===== config.mk =====
export PLATFORM = sky130hd
export DESIGN_NAME = ebus_diag_seq
export DESIGN_NICKNAME = d
export VERILOG_FILES = /design/src/rtl/kl_ebus_pkg.sv /design/src/rtl/ebus_sample_mux.sv /design/src/rtl/ebus_diag_seq.sv
export SDC_FILE = /design/constraint.sdc
export NUM_CORES = 1
export LEC_CHECK = 0
export BUFFER_PORTS_ARGS = -buffer_cell sky130_fd_sc_hd__buf_2
export CORE_AREA = 5 5 388 390
export DETAILED_ROUTE_END_ITERATION = 10
export DIE_AREA = 0 0 393 395
export PLACE_DENSITY = 0.3
export SYNTH_ARGS = -nofsm -noshare
export SYNTH_HDL_FRONTEND = slang
export SYNTH_SLANG_ARGS = --single-unit

===== constraint.sdc =====
create_clock -name clk -period 2.2 [get_ports clk]
set_clock_uncertainty 0.2 [all_clocks]
set_input_delay 0.11 -clock clk [delete_from_list [all_inputs] [get_ports clk]]
set_output_delay 0.11 -clock clk [all_outputs]
set_load 0.02 [all_outputs]

===== src/rtl/kl_ebus_pkg.sv =====
// Shared EBUS diagnostic definitions: bus widths, sequencer states and
// default DS/strobe timing.
package kl_ebus_pkg;

  localparam int DS_W   = 7;
  localparam int EBUS_W = 36;
  localparam int CNT_W  = 4;

  localparam int SETUP_CYC_DEF  = 2;
  localparam int STROBE_CYC_DEF = 4;
  localparam int HOLD_CYC_DEF   = 1;

  typedef enum logic [2:0] {
    ST_IDLE   = 3'd0,
    ST_SETUP  = 3'd1,
    ST_STROBE = 3'd2,
    ST_HOLD   = 3'd3,
    ST_DONE   = 3'd4
  } seq_state_e;

  // States in which DS (and a front-end write driver) are presented on EBUS.
  function automatic logic ds_phase(seq_state_e s);
    return (s == ST_SETUP) || (s == ST_STROBE) || (s == ST_HOLD);
  endfunction

  function automatic logic [CNT_W-1:0] cnt_load(int cyc);
    return CNT_W'(cyc - 1);
  endfunction

endpackage


===== src/rtl/ebus_sample_mux.sv =====
// Combinational EBUS data merge: OR of every driving board's data plus
// none / more-than-one driver decode.
module ebus_sample_mux
  import kl_ebus_pkg::*;
#(
  parameter int NDRV = 24
) (
  input  logic [NDRV-1:0]               drv_driving_i,
  input  logic [NDRV-1:0][0:EBUS_W-1]   drv_data_i,
  output logic [0:EBUS_W-1]             merged_o,
  output logic                          none_o,
  output logic                          multi_o
);

  always_comb begin
    merged_o = '0;
    for (int i = 0; i < NDRV; i++) begin
      if (drv_driving_i[i]) begin
        merged_o = merged_o | drv_data_i[i];
      end
    end
  end

  assign none_o  = ~|drv_driving_i;
  // Clearing the lowest set bit leaves something only if two or more were set.
  assign multi_o = |(drv_driving_i & (drv_driving_i - NDRV'(1)));

endmodule


===== src/rtl/ebus_diag_seq.sv =====
// EBUS diagnostic cycle sequencer: DS setup, diag strobe, hold, then a
// one-cycle done pulse with the sampled read data and bus error flags.
module ebus_diag_seq
  import kl_ebus_pkg::*;
#(
  parameter int NDRV       = 24,
  parameter int SETUP_CYC  = SETUP_CYC_DEF,
  parameter int STROBE_CYC = STROBE_CYC_DEF,
  parameter int HOLD_CYC   = HOLD_CYC_DEF
) (
  input  logic                         clk,
  input  logic                         reset_l,
  input  logic                         req_h,
  input  logic                         write_h,
  input  logic [DS_W-1:0]              func,
  input  logic [0:EBUS_W-1]            wdata,
  input  logic [NDRV-1:0]              drv_driving,
  input  logic [NDRV-1:0][0:EBUS_W-1]  drv_data,
  output logic                         busy_h,
  output logic                         done_h,
  output logic [0:EBUS_W-1]            rdata,
  output logic                         err_contention_h,
  output logic                         err_nodrv_h,
  output logic [DS_W-1:0]              ds,
  output logic                         diag_strobe_h,
  output logic                         fe_driving_h,
  output logic [0:EBUS_W-1]            fe_data
);

  localparam logic [CNT_W-1:0] SETUP_LOAD  = cnt_load(SETUP_CYC);
  localparam logic [CNT_W-1:0] STROBE_LOAD = cnt_load(STROBE_CYC);
  localparam logic [CNT_W-1:0] HOLD_LOAD   = cnt_load(HOLD_CYC);

  seq_state_e         state_q, state_d;
  logic [CNT_W-1:0]   cnt_q, cnt_d;
  logic               accept, sample;

  logic [DS_W-1:0]    func_q, func_d;
  logic               write_q, write_d;
  logic [0:EBUS_W-1]  wdata_q, wdata_d;

  logic [DS_W-1:0]    ds_q, ds_d;
  logic               strobe_q, strobe_d;
  logic               fe_drv_q, fe_drv_d;
  logic [0:EBUS_W-1]  fe_data_q, fe_data_d;
  logic               busy_q, busy_d;
  logic               done_q, done_d;
  logic [0:EBUS_W-1]  rdata_q, rdata_d;
  logic               err_con_q, err_con_d;
  logic               err_nodrv_q, err_nodrv_d;

  logic [0:EBUS_W-1]  mux_data;
  logic               mux_none, mux_multi;

  ebus_sample_mux #(.NDRV(NDRV)) u_mux (
    .drv_driving_i (drv_driving),
    .drv_data_i    (drv_data),
    .merged_o      (mux_data),
    .none_o        (mux_none),
    .multi_o       (mux_multi)
  );

  always_comb begin
    state_d = state_q;
    cnt_d   = cnt_q;
    accept  = 1'b0;
    sample  = 1'b0;
    unique case (state_q)
      ST_IDLE: begin
        if (req_h) begin
          state_d = ST_SETUP;
          cnt_d   = SETUP_LOAD;
          accept  = 1'b1;
        end
      end
      ST_SETUP: begin
        if (cnt_q == '0) begin
          state_d = ST_STROBE;
          cnt_d   = STROBE_LOAD;
        end else begin
          cnt_d = cnt_q - 1'b1;
        end
      end
      ST_STROBE: begin
        if (cnt_q == '0) begin
          state_d = ST_HOLD;
          cnt_d   = HOLD_LOAD;
          sample  = 1'b1;
        end else begin
          cnt_d = cnt_q - 1'b1;
        end
      end
      ST_HOLD: begin
        if (cnt_q == '0) begin
          state_d = ST_DONE;
        end else begin
          cnt_d = cnt_q - 1'b1;
        end
      end
      ST_DONE: begin
        state_d = ST_IDLE;
      end
      default: begin
        state_d = ST_IDLE;
        cnt_d   = '0;
      end
    endcase
  end

  always_comb begin
    func_d  = accept ? func    : func_q;
    write_d = accept ? write_h : write_q;
    wdata_d = accept ? wdata   : wdata_q;

    // Outputs are registered from the next state so EBUS lines never glitch.
    ds_d      = ds_phase(state_d) ? func_d : '0;
    strobe_d  = (state_d == ST_STROBE);
    fe_drv_d  = ds_phase(state_d) && write_d;
    fe_data_d = fe_drv_d ? wdata_d : '0;
    busy_d    = (state_d != ST_IDLE);
    done_d    = (state_d == ST_DONE);

    rdata_d     = rdata_q;
    err_con_d   = err_con_q;
    err_nodrv_d = err_nodrv_q;
    if (accept) begin
      rdata_d     = '0;
      err_con_d   = 1'b0;
      err_nodrv_d = 1'b0;
    end else if (sample) begin
      if (write_q) begin
        // The front end owns the bus on a write; any board driving collides.
        rdata_d   = '0;
        err_con_d = ~mux_none;
      end else begin
        rdata_d     = mux_data;
        err_con_d   = mux_multi;
        err_nodrv_d = mux_none;
      end
    end
  end

  always_ff @(posedge clk or negedge reset_l) begin
    if (!reset_l) begin
      state_q     <= ST_IDLE;
      cnt_q       <= '0;
      ds_q        <= '0;
      strobe_q    <= 1'b0;
      fe_drv_q    <= 1'b0;
      fe_data_q   <= '0;
      busy_q      <= 1'b0;
      done_q      <= 1'b0;
      rdata_q     <= '0;
      err_con_q   <= 1'b0;
      err_nodrv_q <= 1'b0;
    end else begin
      state_q     <= state_d;
      cnt_q       <= cnt_d;
      ds_q        <= ds_d;
      strobe_q    <= strobe_d;
      fe_drv_q    <= fe_drv_d;
      fe_data_q   <= fe_data_d;
      busy_q      <= busy_d;
      done_q      <= done_d;
      rdata_q     <= rdata_d;
      err_con_q   <= err_con_d;
      err_nodrv_q <= err_nodrv_d;
    end
  end

  // Request latches are only observed after an accept, so they need no reset.
  always_ff @(posedge clk) begin
    func_q  <= func_d;
    write_q <= write_d;
    wdata_q <= wdata_d;
  end

  assign busy_h           = busy_q;
  assign done_h           = done_q;
  assign rdata            = rdata_q;
  assign err_contention_h = err_con_q;
  assign err_nodrv_h      = err_nodrv_q;
  assign ds               = ds_q;
  assign diag_strobe_h    = strobe_q;
  assign fe_driving_h     = fe_drv_q;
  assign fe_data          = fe_data_q;

endmodule


==> results.toml <==
[worst_setup_path]
crit_chain = "buf_4 > buf_4 > a22o_1 > a221oi_1 > nand4_1 > buf_4 > o21ai_0 > buf_4 > nand2_1"
crit_arrival_ns = 2.40
crit_buf_inv = 4
crit_path_frequent_cell = "buf_4"
start_kind = "input pin"
path_delay_family = "compound AO/OA/AOI/OAI gates"
cp.required_ns = 2.36
cpMaxStageDelayCell = "a221oi_1"
rrSetupSlack_ns = 0.13
crit_type = "input pin to flip-flop"
cp_slowest_stage_delay_ns = 0.97
endpoint_kind = "flip-flop"
cp_max_fo = 9

[final_layout]
drive_above_1_share_pct = 48.6
seqCellArea_mm2 = 0.00318
post-route-util_pct = 15.8
syn2layout_area_growth_pct = 145
n_fill_cell = 17000
nets = 3468
multi_input_area_mm2 = 0.00587

[drt]
drc_errors = 0
wl_mm = 172
ant_nets = 0
vias_per_cell = 3.99
vias = 18200
drtIter0Drc = 1901
firstDrtPassIters = 5
wl_per_cell_um = 37.7

[clock_network]
path_clk_slew_ns = 0.07
clock_latency_ns = 0.47
root_buffer = "clkbuf_16"
cts_sinks = 136
numCtsBuffers = 17
cts_tree = "yes"
ctsHtreeMaxLevel = 4
clock_path_buffers = 2

[synth]
synth_nets = 1977
yosys_warnings = 0
seq_area_frac_synth_pct = 33.7
synthTopCellsByCount = "a221oi_1, a22o_1, a22oi_1, clkbuf_1, dfrtp_1"
ys_types = 47
synthesis.area_mm2 = 0.00946
ys_seq_elements = 136
ys.flop_type = "dfrtp_1"
synth_top_area_share_pct = 24.3
synth_area_leaders = "dfrtp_1, a221oi_1, a22o_1"
synth-edff-count = 0
syn-mean-instance-area_um2 = 9.09
yosysTopAreaCell = "dfrtp_1"
syn_inst = 1040
async_flop_share_pct = 67.6

[global_route]
grt_pass1_wl_mm = 210
antenna_found_initial = 276
grt.overflow.total = 0
use_met1_pct = 25.2
gr-usage-met2_pct = 34.1
grt-busiest-layer = "met2"
grt_pass1_vias = 17900
gr-usage-all-layers_pct = 21.2
grt_max_degree = 39
met3_usage_pct = 9.60

[floorplanning]
row_count = 141
start_util_pct = 6.44
die_height_um = 395
die_area_mm2 = 0.155
ioPinCount = 1020
fp.dieW_um = 393
core_mm2 = 0.147

[sta]
max_slew_margin_pct = 16.5
max_freq_ghz = 0.446
final_hold_viol_count = 0
period_needed_ns = 2.24
period_share_pct = 102
setup-tns-final_ns = -0.0440
setup_viol = 2
worstMarginPinSlew_ns = 1.25
maxSlewViolCount = 0
fin_ws_ns = -0.0432

[outcome]
violations = "setup timing"
outcome = "finished, violations left"

[flow_run]
cap_viol_max_count = 0

[placement]
hpwl_mm = 147
place_ws_ns = -0.462
port-buffer-count = 1019
place.gp.congestion = 0.979

[min_path]
min_path_type = "input pin to flip-flop"

[power]
leakage_nw = 10.6
peakVddDrop_mv = 0.551
power_density_mw_per_mm2 = 611
total_power_mw = 14.1
kinds of logic after synthesis:
kind of cell | after synthesis | share of synthesized area (%)
fa+ha+maj | 5 | 0.595
buf+inv | 119 | 4.72
simple gates | 235 | 13.3
mux | 44 | 5.23
xor+xnor | 2 | 0.185
flops | 136 | 33.7
compound gates | 499 | 42.3
path summary, 6_finish.rpt:
check,startpoint,cells after the start,end
worst max-delay path,drv_driving[16],9,rdata[16]
worst min-delay path,drv_data[781],5,rdata[10]
worst max register to register,cnt_q[0],7,err_contention_h
worst min register to register,wdata_q[5],1,wdata_q[5]
max in group asynchronous,reset_l,3,fe_data[2]
min in group asynchronous,reset_l,3,rdata[19]
registers in the layout (all words and copies together) (netlist names):
signal and flops:
ds 7, write_q 1, rdata 36, err_contention_h 1
func_q 7, done_h 1, err_nodrv_h 1, fe_data 36
wdata_q 36, diag_strobe_h 1, busy_h 1, fe_driving_h 1
state_q 3, cnt_q 4
layer usage:
layer  part of all wire (%)  vias to the layer above
li1                       -                     7492
met1                     39                     8897
met2                     46                     1311
met3                     12                      417
met4                    3.2                      112
met5                   0.40                        -
final cells by class:
| class | count | area share [%] |
|---|---|---|
| Timing Repair Buffer | 1586 | 46.6 |
| Antenna cell | 94 | 1.02 |
| Clock buffer | 18 | 1.95 |
| Inverter | 5 | 0.0811 |
| Multi-Input combinational cell | 785 | 25.4 |
| Sequential cell | 136 | 13.8 |
| Tap cell | 1930 | 10.4 |
| Clock inverter | 14 | 0.757 |
where the power goes:
group | leakage (nW) | internal (mW) | switching [mW]
logic | 8.74 | 3.18 | 3.95
registers | 1.59 | 3.42 | 0.377
clock network | 0.312 | 1.79 | 1.42
worst register-to-register path: cells and delay by family, from the launching register on:
kind                     cells  cell delay, ns
buffers and inverters        2            0.29
adder cells (fa/ha/maj)      1            0.17
flip-flops                   1            0.42
AND/OR/NAND/NOR              1            0.22
AO/OA/AOI/OAI                3            0.64
what timing repair did:
action,in CTS,in global routing
gates resized for setup,0,7
setup buffers,0,2
endpoints found under the setup margin,0,23
endpoints found under the hold margin,219,1
hold buffers,395,4
stage by stage:
stage / instances / hold WS [ns] / instance area, um^2
after detailed placement: 4043 / -0.0940 / 18300
after floorplan: 1040 / -0.386 / 9460
after global routing: 4516 / 0.0278 / 23000
final: 4568 / 0.00469 / 23100
after global placement: 4043 / -0.0914 / 18300
after CTS: 4470 / 0.000623 / 22800
cell usage in the layout, fill, tap and decap left out, drive strengths merged, types with 36 or more instances in the layout:
cell type	instances
a221oi	145
a22o	145
a22oi	144
buf	1189
dfrtp	92
dfxtp	44
diode	94
dlygate4sd3	397
mux2	43
nand2	81
nand4	72
nor2b	36
o21ai	46
Note: power is estimated with default switching activity, not from simulation.
